File: src/rtl/game_event_ctrl_pkg.sv
// Shared definitions for the game event controller: FSM encodings,
// frame-end scan position and event bus bit positions.
package game_event_ctrl_pkg;

  localparam logic [1:0] ST_IDLE      = 2'd0;
  localparam logic [1:0] ST_SERVE     = 2'd1;
  localparam logic [1:0] ST_PLAY      = 2'd2;
  localparam logic [1:0] ST_GAME_OVER = 2'd3;

  localparam logic [9:0] FRAME_END_X = 10'd639;
  localparam logic [9:0] FRAME_END_Y = 10'd479;

  localparam int EV_SCORE   = 0;
  localparam int EV_LIVES   = 1;
  localparam int EV_OVER    = 2;
  localparam int EV_RESTART = 3;

  function automatic logic is_frame_end(input logic pix_en, input logic [9:0] x,
                                        input logic [9:0] y);
    return pix_en && (x == FRAME_END_X) && (y == FRAME_END_Y);
  endfunction

endpackage

File: src/rtl/game_event_ctrl_stretcher.sv
// Registered fixed-width pulse generator; triggers arriving while the
// pulse is still running are dropped so downstream sees a single clean edge.
module event_pulse_stretcher #(
  parameter int PULSE_LEN = 4
) (
  input  logic clk,
  input  logic reset,
  input  logic trigger,
  output logic pulse
);

  logic [3:0] cnt;

  always_ff @(posedge clk) begin
    if (reset) begin
      cnt   <= 4'd0;
      pulse <= 1'b0;
    end else if (cnt == 4'd0) begin
      if (trigger) begin
        cnt   <= 4'(PULSE_LEN);
        pulse <= 1'b1;
      end
    end else begin
      cnt   <= cnt - 4'd1;
      pulse <= (cnt > 4'd1);
    end
  end

endmodule

File: src/rtl/game_event_ctrl.sv
// Game event controller: tracks per-frame ball collisions, runs the
// serve/play/game-over flow and drives stretched event pulses to the OSD.
module game_event_ctrl
  import game_event_ctrl_pkg::*;
#(
  parameter int LIVES_INIT   = 3,
  parameter int PULSE_LEN    = 4,
  parameter int SERVE_FRAMES = 60
) (
  input  logic       clk,
  input  logic       reset,
  input  logic       pix_en,
  input  logic [9:0] vga_x,
  input  logic [9:0] vga_y,
  input  logic       ball_pix,
  input  logic       paddle_pix,
  input  logic       floor_pix,
  input  logic       start_btn,
  output logic [7:0] events,
  output logic       ball_enable,
  output logic [2:0] lives
);

  logic       sync0, sync1, sync_d;
  logic       start_evt, frame_end;
  logic [1:0] state, state_nx;
  logic [5:0] frame_cnt, frame_cnt_nx;
  logic [2:0] lives_nx;
  logic       hit_flag, miss_flag, hit_now, miss_now;
  logic       trig_score, trig_lives, trig_restart;
  logic       score_pulse, lives_pulse, restart_pulse;

  always_ff @(posedge clk) begin
    if (reset) begin
      sync0  <= 1'b0;
      sync1  <= 1'b0;
      sync_d <= 1'b0;
    end else begin
      sync0  <= start_btn;
      sync1  <= sync0;
      sync_d <= sync1;
    end
  end

  assign start_evt = sync1 & ~sync_d;
  assign frame_end = is_frame_end(pix_en, vga_x, vga_y);

  // Collisions on the frame_end pixel itself still belong to this frame.
  assign hit_now  = hit_flag  | ((state == ST_PLAY) & pix_en & ball_pix & paddle_pix);
  assign miss_now = miss_flag | ((state == ST_PLAY) & pix_en & ball_pix & floor_pix);

  always_ff @(posedge clk) begin
    if (reset || frame_end) begin
      hit_flag  <= 1'b0;
      miss_flag <= 1'b0;
    end else begin
      hit_flag  <= hit_now;
      miss_flag <= miss_now;
    end
  end

  always_comb begin
    state_nx     = state;
    frame_cnt_nx = frame_cnt;
    lives_nx     = lives;
    trig_score   = 1'b0;
    trig_lives   = 1'b0;
    trig_restart = 1'b0;
    case (state)
      ST_IDLE: begin
        lives_nx = 3'(LIVES_INIT);
        if (start_evt) begin
          state_nx     = ST_SERVE;
          frame_cnt_nx = 6'd0;
        end
      end
      ST_SERVE: begin
        if (frame_end) begin
          if (frame_cnt == 6'(SERVE_FRAMES - 1)) state_nx = ST_PLAY;
          else frame_cnt_nx = frame_cnt + 6'd1;
        end
      end
      ST_PLAY: begin
        if (frame_end && miss_now) begin
          trig_lives = 1'b1;
          lives_nx   = (lives == 3'd0) ? 3'd0 : lives - 3'd1;
          if (lives <= 3'd1) begin
            state_nx = ST_GAME_OVER;
          end else begin
            state_nx     = ST_SERVE;
            frame_cnt_nx = 6'd0;
          end
        end else if (frame_end && hit_now) begin
          trig_score = 1'b1;
        end
      end
      ST_GAME_OVER: begin
        if (start_evt) begin
          state_nx     = ST_IDLE;
          trig_restart = 1'b1;
          lives_nx     = 3'(LIVES_INIT);
        end
      end
      default: state_nx = ST_IDLE;
    endcase
  end

  always_ff @(posedge clk) begin
    if (reset) begin
      state     <= ST_IDLE;
      frame_cnt <= 6'd0;
      lives     <= 3'(LIVES_INIT);
    end else begin
      state     <= state_nx;
      frame_cnt <= frame_cnt_nx;
      lives     <= lives_nx;
    end
  end

  event_pulse_stretcher #(.PULSE_LEN(PULSE_LEN)) u_score (
    .clk(clk), .reset(reset), .trigger(trig_score), .pulse(score_pulse));
  event_pulse_stretcher #(.PULSE_LEN(PULSE_LEN)) u_lives (
    .clk(clk), .reset(reset), .trigger(trig_lives), .pulse(lives_pulse));
  event_pulse_stretcher #(.PULSE_LEN(PULSE_LEN)) u_restart (
    .clk(clk), .reset(reset), .trigger(trig_restart), .pulse(restart_pulse));

  always_comb begin
    events             = 8'h00;
    events[EV_SCORE]   = score_pulse;
    events[EV_LIVES]   = lives_pulse;
    events[EV_OVER]    = (state == ST_GAME_OVER);
    events[EV_RESTART] = restart_pulse;
  end

  assign ball_enable = (state == ST_PLAY);

endmodule
File: config.mk
export PLATFORM = sky130hd
export DESIGN_NAME = game_event_ctrl
export DESIGN_NICKNAME = d
export VERILOG_FILES = /design/src/rtl/game_event_ctrl_pkg.sv /design/src/rtl/game_event_ctrl_stretcher.sv /design/src/rtl/game_event_ctrl.sv
export SDC_FILE = /design/constraint.sdc
export NUM_CORES = 1
export LEC_CHECK = 0
export ABC_AREA = 0
export CAP_MARGIN = 20
export CORE_ASPECT_RATIO = 1.25
export CORE_UTILIZATION = 47
export DETAILED_ROUTE_END_ITERATION = 8
export PLACE_DENSITY = 0.76
export REMOVE_ABC_BUFFERS = 1
export SYNTH_ARGS = -nofsm -noshare
export SYNTH_HDL_FRONTEND = slang
export SYNTH_SLANG_ARGS = --single-unit
export TNS_END_PERCENT = 100
File: constraint.sdc
create_clock -name clk -period 2.6 [get_ports clk]
set_input_delay 0.26 -clock clk [delete_from_list [all_inputs] [get_ports clk]]
set_output_delay 0.26 -clock clk [all_outputs]
set_load 0.005 [all_outputs]
# [Word level (Yosys, flattened, before mapping)]
# Cells that the tools add are included.
[totals] reg_bits=31 in_bits=27 elab_cells=98
[classes] add_sub_neg=5 n_lt_le_gt_ge=4 eq_ne=16 mux=36 n_bitwise=8 n_reduce_logical=15
[op_table] cell="6-bit 2-to-1 mux" count=5
[op_table] cell="4-bit 2-to-1 mux" count=6
[op_table] cell="6-bit one-hot mux with 3 select lines" count=1
[op_table] cell="2-bit != test (second input constant)" count=8
[op_table] cell="1-bit 2-to-1 mux" count=13
[op_table] cell="4-bit by 1-bit > comparator with 1-bit output (second input constant)" count=3
[op_table] cell="4-bit zero test" count=3
[op_table] cell="2-bit 2-to-1 mux" count=6
[op_table] cell="4-bit by 1-bit subtractor with 4-bit output (second input constant)" count=3
[op_table] cell="10-bit equality test (second input constant)" count=1
[op_table] cell="10-bit by 9-bit equality test with 1-bit output (second input constant)" count=1
[op_table] cell="3-bit 2-to-1 mux" count=3
[op_table] cell="3-bit one-hot mux with 3 select lines" count=1
[op_table] cell="2-bit one-hot mux with 4 select lines" count=1
[op_table] cell="6-bit by 1-bit adder with 6-bit output (second input constant)" count=1
[op_table] cell="6-bit equality test (second input constant)" count=1
[op_table] cell="6-bit AND reduction" count=1
[op_table] cell="3-bit nonzero test" count=2
[op_table] cell="1-bit bitwise AND" count=5
[op_table] cell="5-bit AND reduction" count=1
[op_table] cell="2-bit equality test (second input constant)" count=2
[op_table] cell="1-bit logical AND" count=4
[op_table] cell="2-bit by 1-bit != test with 1-bit output (second input constant)" count=2
[op_table] cell="3-bit by 1-bit <= comparator with 1-bit output (second input constant)" count=1
[op_table] cell="other kinds (8)" count=9

# [Depth between registers and ports, before layout]
# Gate-level depths: netlist of run 1.
[logic_depth] ltp_word=11 depth_mapped=8 depth_no_buf=7

# [Modules after synthesis]
# Synthesis of run 1 repeated with hierarchy kept, for this count alone.
[hier_totals] cells_unflattened=187 area_unflattened_um2=1621.6
[modules_own_cells] mod="game_event_ctrl" n_inst=1 cells_each=133 area_each_um2=1103.6
[modules_own_cells] mod="event_pulse_stretcher" n_inst=3 cells_each=18 area_each_um2=172.7

# [Worst setup path before layout of run 1]
# OpenSTA, ideal clock, no wires.
[synth_path] kind="in2reg" startpoint="in vga_y[5]" endpoint="reg frame_cnt[3]" setup_time_ps=133 arrival_time_ps=1847 required_time_ps=2467 setup_slack_ps=619 path_stages=6 cell_sequence="nand4b_1 > or4_1 > clkbuf_2 > o311a_2 > o41ai_1 > o41ai_1"
[synth_between] elab_chain_cells=5 word_cells_on_any_way=6
[synth_lines] item="from (decl)" line_no="game_event_ctrl.sv:14" source="input logic [9:0] vga_y,"
[synth_lines] item="10-bit by 9-bit equality test with 1-bit output *" line_no="game_event_ctrl_pkg.sv:20" source="return pix_en && (x == FRAME_END_X) && (y == FRAME_END_Y);"
[synth_lines] item="1-bit logical AND *" line_no="game_event_ctrl_pkg.sv:20"
[synth_lines] item="1-bit logical AND" line_no="game_event_ctrl.sv:84" source="if (frame_end && miss_now) begin"
[synth_lines] item="2-bit by 1-bit != test with 1-bit output (no source line)"
[synth_lines] item="6-bit AND reduction (no source line) *"
[synth_lines] item="to (signal assigned)" line_no="game_event_ctrl.sv:115" source="frame_cnt <= frame_cnt_nx;"
[synth_lines] item="to (decl)" line_no="game_event_ctrl.sv:27" source="logic [5:0] frame_cnt, frame_cnt_nx;"
# Every way passes the cells marked *; elsewhere a longest branch is shown, timed or not.
# A chain may end at the register's enable or synchronous reset.

# [Worst setup path after layout of run 1]
[layout_path] startpoint="reg state[0]" endpoint="reg frame_cnt[5]"
[layout_between] elab_chain_cells=8 word_cells_on_any_way=16
[layout_lines] item="from (decl)" line_no="game_event_ctrl.sv:26" source="logic [1:0] state, state_nx;"
[layout_lines] item="from (signal assigned)" line_no="game_event_ctrl.sv:114" source="state <= state_nx;"
[layout_lines] item="2-bit equality test" line_no="game_event_ctrl.sv:50, game_event_ctrl.sv:69"
[layout_lines] item="1-bit bitwise AND (3 in a row)" line_no="game_event_ctrl.sv:50" source="assign miss_now = miss_flag | ((state == ST_PLAY) & pix_en & ball_pix & floor_pix);"
[layout_lines] item="1-bit OR" line_no="game_event_ctrl.sv:50"
[layout_lines] item="1-bit logical AND" line_no="game_event_ctrl.sv:84"
[layout_lines] item="2-bit by 1-bit != test with 1-bit output (no source line)"
[layout_lines] item="6-bit AND reduction (no source line)"
# Several ways; a longest one is shown, not always the timed one.

==> out/qor.yml, run 1 <==
status: "finished clean"
clock_latency_ns: 0.34
holdBufCountCts: 0
htree_levels: 2
grt_antenna_before_repair: 0
hold_depth: 1
path_clk_slew_ns: 0.10
reg2regPathDepth: 7
syn_to_final_growth_pct: 30.3
vias: 1382
cts-root-buf: "clkbuf_4"
coreArea_um2: 2950
synth_ff_type: "dfxtp_1"
cp_common_cell: "inv_2"
fmax_mhz: 444
ys_seq_area_share_pct: 42.8
synth_seq_cells: 31
crit_required_ns: 2.81
cp_slowest_cell: "o311a_2"
synthAdderAreaFrac_pct: 0.864
holdWs_ns: 0.453
cts_max_path_buffers: 2
irDropWorstVdd_mv: 0.382
synthMuxAreaShare_pct: 0.691
synth-simple-area-share_pct: 26.7
grt_pass1_vias: 1301
yosys.area_share.xor_xnor_pct: 1.21
cts_tree: "yes"
grt_pass1_wl_mm: 5.53
dr.pass1.iters: 4
diodes: 0
max-cap-violations: 0
port_buffers: 34
die_h_um: 64.1
fin_crit_sh_pct: 86.6
wirelength_mm: 3.29
setup_viol: 0
grt-ovfl-total: 0
cts_buffers: 5
drive_gt1_share_pct: 8.87
yosys.cell_count.top_type: "dfxtp_1"
dieArea_um2: 3310
synth_area_um2: 1450
drtIter0Drc: 42
synth_cell_types: 42
max_stage_delay_ns: 0.50
synth_area_leaders: "dfxtp_1, nor3_1, buf_4"
avgSynthCellArea_um2: 8.73
drc: 0
start_util_pct: 49.2
p_per_area_nw_per_um2: 512
min-delay-start: "sync0"
setup_tns_ns: 0
grt_max_degree: 27
gp_congestion: 0.819
rr_endpoint: "frame_cnt[5]"
row_count: 22
clock_skew_ns: 0.00566
setup.worst_path.end_class: "flop"
setup.worst_path.start: "state[0]"
syn_inst: 166
die_w_um: 51.7
p_leak_nw: 0.649
worstPathArrival_ns: 2.46
synth_warnings: 0
r2r-start: "state[0]"
min_period_ns: 2.25
hp-class: "reg -> reg"
maxSlewViolCount: 0
synth_area_leader_cell: "dfxtp_1"
track_usage_pct: 22.2
min_to: "sync1"
cp_max_fo: 9
rsz0062_at_grt: "false"
crit_chain: "inv_2 -> nand2_1 -> inv_2 -> a41oi_2 -> o311a_2 -> o31ai_1 -> a31oi_1"
viasPerCell: 5.78
path_class: "reg -> reg"
post_drt_wl_per_cell_um: 13.8
nets: 230
r2r_slack_ns: 0.35
dp_hpwl_mm: 2.45
cts_resized: 0
async_reset_ff_share_pct: 0
fillers: 240
synth_edf_count: 0
synth_top_cells_by_count: "dfxtp_1, nor3_1, nand2_1, o21ai_0"
ant_nets: 0
finalHoldViolations: 0
critPathLaunchType: "flop"
post_cts_buffers: 0
synth_top_family_by_area: "simple AND/OR/NAND/NOR gates"
clock-sinks: 31
io-pin-count: 39
synth_compound_area_share_pct: 20.8
synth_top_area_share_pct: 42.8
state kept, by name (all words and copies together) (netlist names):
register	flops
state	2
sync0	1
u_lives.pulse	1
u_lives.cnt	4
hit_flag	1
u_restart.pulse	1
u_score.pulse	1
u_score.cnt	4
lives	3
miss_flag	1
sync_d	1
frame_cnt	6
u_restart.cnt	4
sync1	1
metrics by stage:
| stage | power, mW | util, % | setup slack (ns) | std cells | instance area (µm²) |
|---|---|---|---|---|---|
| floorplan | 0.526 | - | 0.628 | 157 | 1390 |
| detailed placement | 0.583 | 61.2 | 0.0190 | 231 | 1800 |
| finish | 0.967 | 64.1 | 0.348 | 239 | 1890 |
| global placement | 0.580 | 61.2 | 0.120 | 231 | 1800 |
| global route | 1.01 | 64.1 | 0.173 | 239 | 1890 |
| CTS | 0.972 | 64.1 | 0.378 | 239 | 1890 |
cell type report:
cell class                 count  area, µm²  area share [%]
multi-input combinational    120        743            39.4
sequential                    31        621            32.9
timing repair buffer          38        370            19.6
clock buffer                   6       51.3            2.72
tap                           36       45.0            2.39
clock inverter                 2       35.0            1.86
inverter                       6       22.5            1.19
worst max-delay path, delay by kind of cell (launching register included):
family | cells | cell delay (ns)
AOI/OAI and AO/OA | 4 | 1.35
DFF | 1 | 0.40
buffers and inverters | 2 | 0.28
and+or+nand+nor | 1 | 0.10
power by group:
group	switching (mW)	internal, mW	leakage [nW]
Combinational	0.0328	0.0514	0.351
Sequential	0.00696	0.482	0.250
Clock	0.167	0.227	0.0482
Total	0.206	0.760	0.649
placed cells by master, fill, tap and decap left out, types with 2 or more instances in the layout:
| master | count |
|---|---|
| nor3b_1 | 3 |
| buf_4 | 4 |
| nor4_1 | 6 |
| xor2_1 | 2 |
| a221oi_1 | 3 |
| conb_1 | 4 |
| nand3_1 | 7 |
| nor3_1 | 15 |
| o41ai_1 | 6 |
| o21a_1 | 2 |
| clkbuf_4 | 5 |
| a21oi_1 | 9 |
| o31ai_1 | 3 |
| nor2b_1 | 8 |
| inv_2 | 2 |
| o21ai_0 | 10 |
| inv_1 | 4 |
| nor2_1 | 9 |
| clkdlybuf4s50_1 | 34 |
| dfxtp_1 | 31 |
| nand4b_1 | 2 |
| nand2_1 | 11 |
| a221o_1 | 2 |
how the worst max path moves through the flow:
| stage | to | cells after the start | slack, ns |
|---|---|---|---|
| CTS | frame_cnt[5] | 6 | 0.38 |
| global route | frame_cnt[1] | 7 | 0.17 |
| detailed placement | frame_cnt[5] | 6 | 0.02 |
| finish | frame_cnt[5] | 7 | 0.35 |
| global placement | frame_cnt[5] | 6 | 0.12 |
| floorplan | frame_cnt[3] | 5 | 0.63 |
metal layers:
metal / GRT usage [%] / share of wire, % / vias to the layer above
met5: 0 / 0 / -
met4: 7.09 / 1.6 / 0
met3: 8.10 / 4.4 / 9
met2: 38.8 / 52 / 33
met1: 24.1 / 42 / 656
li1: - / - / 684
logic make-up after synthesis:
| family | Yosys count |
|---|---|
| adders and majority gates | 1 |
| and+or+nand+nor | 70 |
| DFF | 31 |
| muxes | 1 |
| buffers and inverters | 18 |
| AOI/OAI and AO/OA | 42 |
| xor gates and xnor gates | 2 |
| other | 1 |
Note: power is estimated with default switching activity, not from simulation.
==> run 2, diff against run 1 <==
GPL_TIMING_DRIVEN = 0   (was not set)
==> run 2 against run 1 <==
  * Sequential power about the same
  * Sequential share of layout area up 0.49 points
  * Clock-buffer cell count unchanged
  * Die area unchanged
  * Final area down 1.5%
  * Critical endpoint unchanged
  * Largest cell class unchanged
==> out/qor.yml, run 2 (synthesized netlist as in run 1, its figures left out) <==
status: "finished clean"
fillers: 254
die_h_um: 64.1
die_w_um: 51.7
grt-ovfl-total: 0
finalHoldViolations: 0
wirelength_mm: 3.14
coreArea_um2: 2950
hp-class: "reg -> reg"
critPathLaunchType: "input pin"
drc: 0
row_count: 22
maxSlewViolCount: 0
drive_gt1_share_pct: 7.04
final_common_cell: "clkdlybuf4s50_1"
start_util_pct: 49.2
r2r_slack_ns: 0.33
dr.pass1.iters: 4
power_mw: 0.954
crit_required_ns: 2.79
regMostFlops: "frame_cnt"
gp_congestion: 0.852
post_drt_wl_per_cell_um: 13.4
final_cell_count_no_fill: 235
post-place-ws_ns: -0.179
path_class: "in -> reg"
setup_viol: 0
dp_hpwl_mm: 2.42
reg2regPathDepth: 7
post_cts_buffers: 0
final_cell_mix: "clkdlybuf4s50_1, dfxtp_1, nor3_1"
setup.worst_path.end_class: "flop"
clock-sinks: 31
worstPathArrival_ns: 2.46
htree_levels: 2
path_clk_slew_ns: 0.09
irDropWorstVdd_mv: 0.621
rr_endpoint: "frame_cnt[5]"
nets: 226
p_per_area_nw_per_um2: 513
cts_buffers: 5
ant_nets: 0
largest_reg_flops: 6
max-cap-violations: 0
track_usage_pct: 21.9
clock_latency_ns: 0.33
worst_slew_pin_slew_ns: 0.940
fmax_mhz: 441
worst_slack_ns: 0.335
setup_tns_ns: 0
rsz0062_at_grt: "false"
fin_area_um2: 1860
min_to: "sync1"
min-delay-start: "sync0"
final_util_pct: 63.2
hold_depth: 1
p_leak_nw: 0.637
vias: 1350
port_buffers: 34
dieArea_um2: 3310
r2r-start: "state[0]"
grt_pass1_vias: 1271
diodes: 0
holdWs_ns: 0.450
relSlewSlack_pct: 37.2
min_period_ns: 2.27
syn_to_final_growth_pct: 28.4
cts_tree: "yes"
cp_max_fo: 7
cts-root-buf: "clkbuf_4"
cts_max_path_buffers: 2
grt_max_degree: 28
grt_pass1_wl_mm: 5.44
setup.worst_path.start: "vga_y[5]"
placed_cell_area_um2: 1770
placed_cells: 227
io-pin-count: 39
viasPerCell: 5.74
fin_crit_sh_pct: 87.1
grt_antenna_before_repair: 0
drtIter0Drc: 31
clock_skew_ns: 0.00894
==> run 2: layout make-up <==
| class | instances | area [µm²] | share of cell area [%] |
|---|---|---|---|
| Multi-Input combinational cell | 120 | 743 | 39.9 |
| Timing Repair Buffer | 34 | 343 | 18.4 |
| Sequential cell | 31 | 621 | 33.4 |
| Clock buffer | 6 | 51.3 | 2.76 |
| Tap cell | 36 | 45.0 | 2.42 |
| Inverter | 6 | 22.5 | 1.21 |
| Clock inverter | 2 | 35.0 | 1.88 |
==> run 2: worst max-delay path by stage <==
stage	to	slack, ns	cells after the start
after global routing	frame_cnt[5]	0.14	7
after CTS	frame_cnt[5]	0.16	6
after detailed placement	frame_cnt[5]	-0.18	6
after global placement	frame_cnt[5]	-0.11	6
after floorplan	frame_cnt[3]	0.63	5
final	frame_cnt[5]	0.33	6
==> run 2: timing repair <==
item                                   4_1_cts  5_1_grt
setup endpoints to repair                    0        1
hold buffers                                 0        0
endpoints found under the hold margin        0        0
resized for setup                            0        1
==> run 2: layer usage <==
| metal | share of wire (%) | track usage [%] | up-vias |
|---|---|---|---|
| met5 | 0 | 0 | - |
| met1 | 42 | 23.0 | 630 |
| met3 | 4.4 | 7.38 | 9 |
| li1 | - | - | 675 |
| met2 | 51 | 38.6 | 36 |
| met4 | 2.2 | 9.12 | 0 |
==> run 2: report_power, final <==
group | switching [mW] | internal, mW | leakage [nW]
logic | 0.0323 | 0.0503 | 0.339
clock network | 0.155 | 0.227 | 0.0482
registers | 0.00691 | 0.482 | 0.250
==> run 2: critical path, stage by stage <==
cell and delay (ns):
clkdlybuf4s50_1 0.39, nand4b_1 0.15, or4_1 0.65, o311a_2 0.42, o31ai_1 0.43, a31oi_1 0.15
==> run 3, diff against run 2 <==
CELL_PAD_IN_SITES_DETAIL_PLACEMENT = 0   (was not set)
CELL_PAD_IN_SITES_GLOBAL_PLACEMENT = 1   (was not set)
CORE_UTILIZATION = 35   (was 47)
PLACE_DENSITY = 0.77   (was 0.76)
==> run 3 against run 2 <==
  * Final area increased by 2.9%
  * Die area increased by 33%
  * Critical path depth unchanged
  * Flip-flop and latch count unchanged
  * Sequential share of layout area decreased by 0.94 points
  * Combinational power decreased by 1%
  * Clock skew decreased by 0.0059 ns
  * Maximum frequency decreased by 4.8%
  * Largest power group unchanged
  * Highest routed layer unchanged
  * Largest cell class unchanged
  * Final cell count increased by 7.7%
  * Hold slack got worse by 0.0072 ns
==> out/qor.yml, run 3 (synthesized netlist as in run 1, its figures left out) <==
finalHoldViolations: 0
dr.pass1.iters: 4
syn_to_final_growth_pct: 32.1
final_cell_mix: "clkdlybuf4s50_1, dfxtp_1, nor3_1"
m1WireLength_mm: 1.33
r2r-start: "state[0]"
largest_reg_flops: 6
port_buffers: 34
reg2regPathDepth: 7
combPwrFrac_pct: 7.8
ant_nets: 0
row_count: 25
top_layer_used: "met4"
gp_congestion: 0.769
grt-ovfl-total: 0
p_switching_mw: 0.212
multi_input_area_um2: 743
path_class: "in -> reg"
min_period_ns: 2.38
dp_hpwl_mm: 2.42
ff_latch_area_um2: 621
r2r_slack_ns: 0.27
regMostFlops: "frame_cnt"
coreArea_um2: 3880
drtIter0Drc: 48
path_clk_slew_ns: 0.06
cts-root-buf: "clkbuf_8"
max-cap-violations: 0
clkPwrFrac_pct: 45.8
htree_levels: 2
critPathTopFamily: "compound AO/OA/AOI/OAI gates"
clock_latency_ns: 0.28
grt_pass1_vias: 1299
cts_tree: "yes"
fin_crit_sh_pct: 91.5
power_mw: 1.05
post_drt_wl_per_cell_um: 12.7
track_usage_pct: 16.5
rsz0062_at_grt: "false"
hold_depth: 1
intPower_mw: 0.842
clock-sinks: 31
die_h_um: 73.9
hp-class: "reg -> reg"
p_per_area_nw_per_um2: 551
min-delay-start: "sync0"
cts_buffers: 5
final_common_cell: "clkdlybuf4s50_1"
status: "finished clean"
critPathLaunchType: "input pin"
cp_slowest_cell: "or4_1"
worst_slew_pin_slew_ns: 0.952
dieArea_um2: 4400
drc: 0
viasPerCell: 5.27
power_frac_seq_pct: 46.4
wl_met2_mm: 1.72
fmax_mhz: 420
p_leak_nw: 0.650
max_stage_delay_ns: 0.69
setup.worst_path.end_class: "flop"
crit_chain: "clkdlybuf4s50_1 -> nand4b_1 -> or4_1 -> o311a_2 -> o31ai_1 -> a31oi_1"
die_w_um: 59.5
cp.depth: 6
irDropWorstVdd_mv: 0.384
worstPathArrival_ns: 2.53
crit_buf_inv: 1
crit_required_ns: 2.75
cts_max_path_buffers: 2
relSlewSlack_pct: 36.5
drive_gt1_share_pct: 7.04
setup_viol: 0
cp_max_fo: 7
grt_pass1_wl_mm: 5.46
rr_endpoint: "frame_cnt[5]"
diodes: 0
clock_skew_ns: 0.00306
start_util_pct: 37.4
maxSlewViolCount: 0
nets: 226
wl_met3_um: 114
grt_max_degree: 28
io-pin-count: 39
switching_share_pct: 20.1
min_to: "sync1"
fillers: 400
setup_tns_ns: 0
grt_antenna_before_repair: 0
wirelength_mm: 3.21
vias: 1333
run 3: cell counts in the layout (fill, tap and decap cells not counted):
No cell type changed its count.
run 3: metrics by stage:
step                      std cells  setup WS, ns  utilization, %  instance area (µm²)  hold slack [ns]
after global routing            253        0.0970            49.4                 1910            0.466
final                           253         0.221            49.4                 1910            0.442
after detailed placement        245        -0.236            46.3                 1790            0.429
after CTS                       253        0.0506            49.3                 1910            0.449
after floorplan                 157         0.628               -                 1390            0.329
after global placement          245        -0.191            46.3                 1790            0.423
run 3: power by group through the flow:
stage	Clock (mW)	Combinational [mW]	Sequential, mW
after floorplan	0	0.0276	0.499
after global placement	0	0.0801	0.499
after detailed placement	0	0.0820	0.500
after CTS	0.497	0.0823	0.489
after global routing	0.520	0.0911	0.490
final	0.484	0.0818	0.489
run 3: area by class of cell:
cell class	count	share of cell area (%)
Timing Repair Buffer	34	17.9
Tap cell	54	3.53
Inverter	6	1.18
Clock buffer	6	4.31
Multi-Input combinational cell	120	38.8
Clock inverter	2	1.83
Sequential cell	31	32.4
run 3: repair_timing:
item                                    4_1_cts  5_1_grt
endpoints found under the setup margin        0        5
hold buffers                                  0        0
hold endpoints to repair                      0        0
buffers inserted                              0        0
gates resized for setup                       0        1
run 3: layer usage:
metal  vias up  track usage (%)
met1       624             17.5
met2        30             31.2
met4         0             6.98
li1        675                -
met5         -                0
met3         4             3.30
run 3: worst max-delay path by stage:
| stage | slack (ns) | end | startpoint |
|---|---|---|---|
| global placement | -0.19 | frame_cnt[5] | reset |
| global route | 0.1 | frame_cnt[5] | vga_y[5] |
| floorplan | 0.63 | frame_cnt[3] | vga_y[5] |
| CTS | 0.05 | frame_cnt[5] | reset |
| detailed placement | -0.24 | frame_cnt[5] | reset |
| finish | 0.22 | frame_cnt[5] | vga_y[2] |
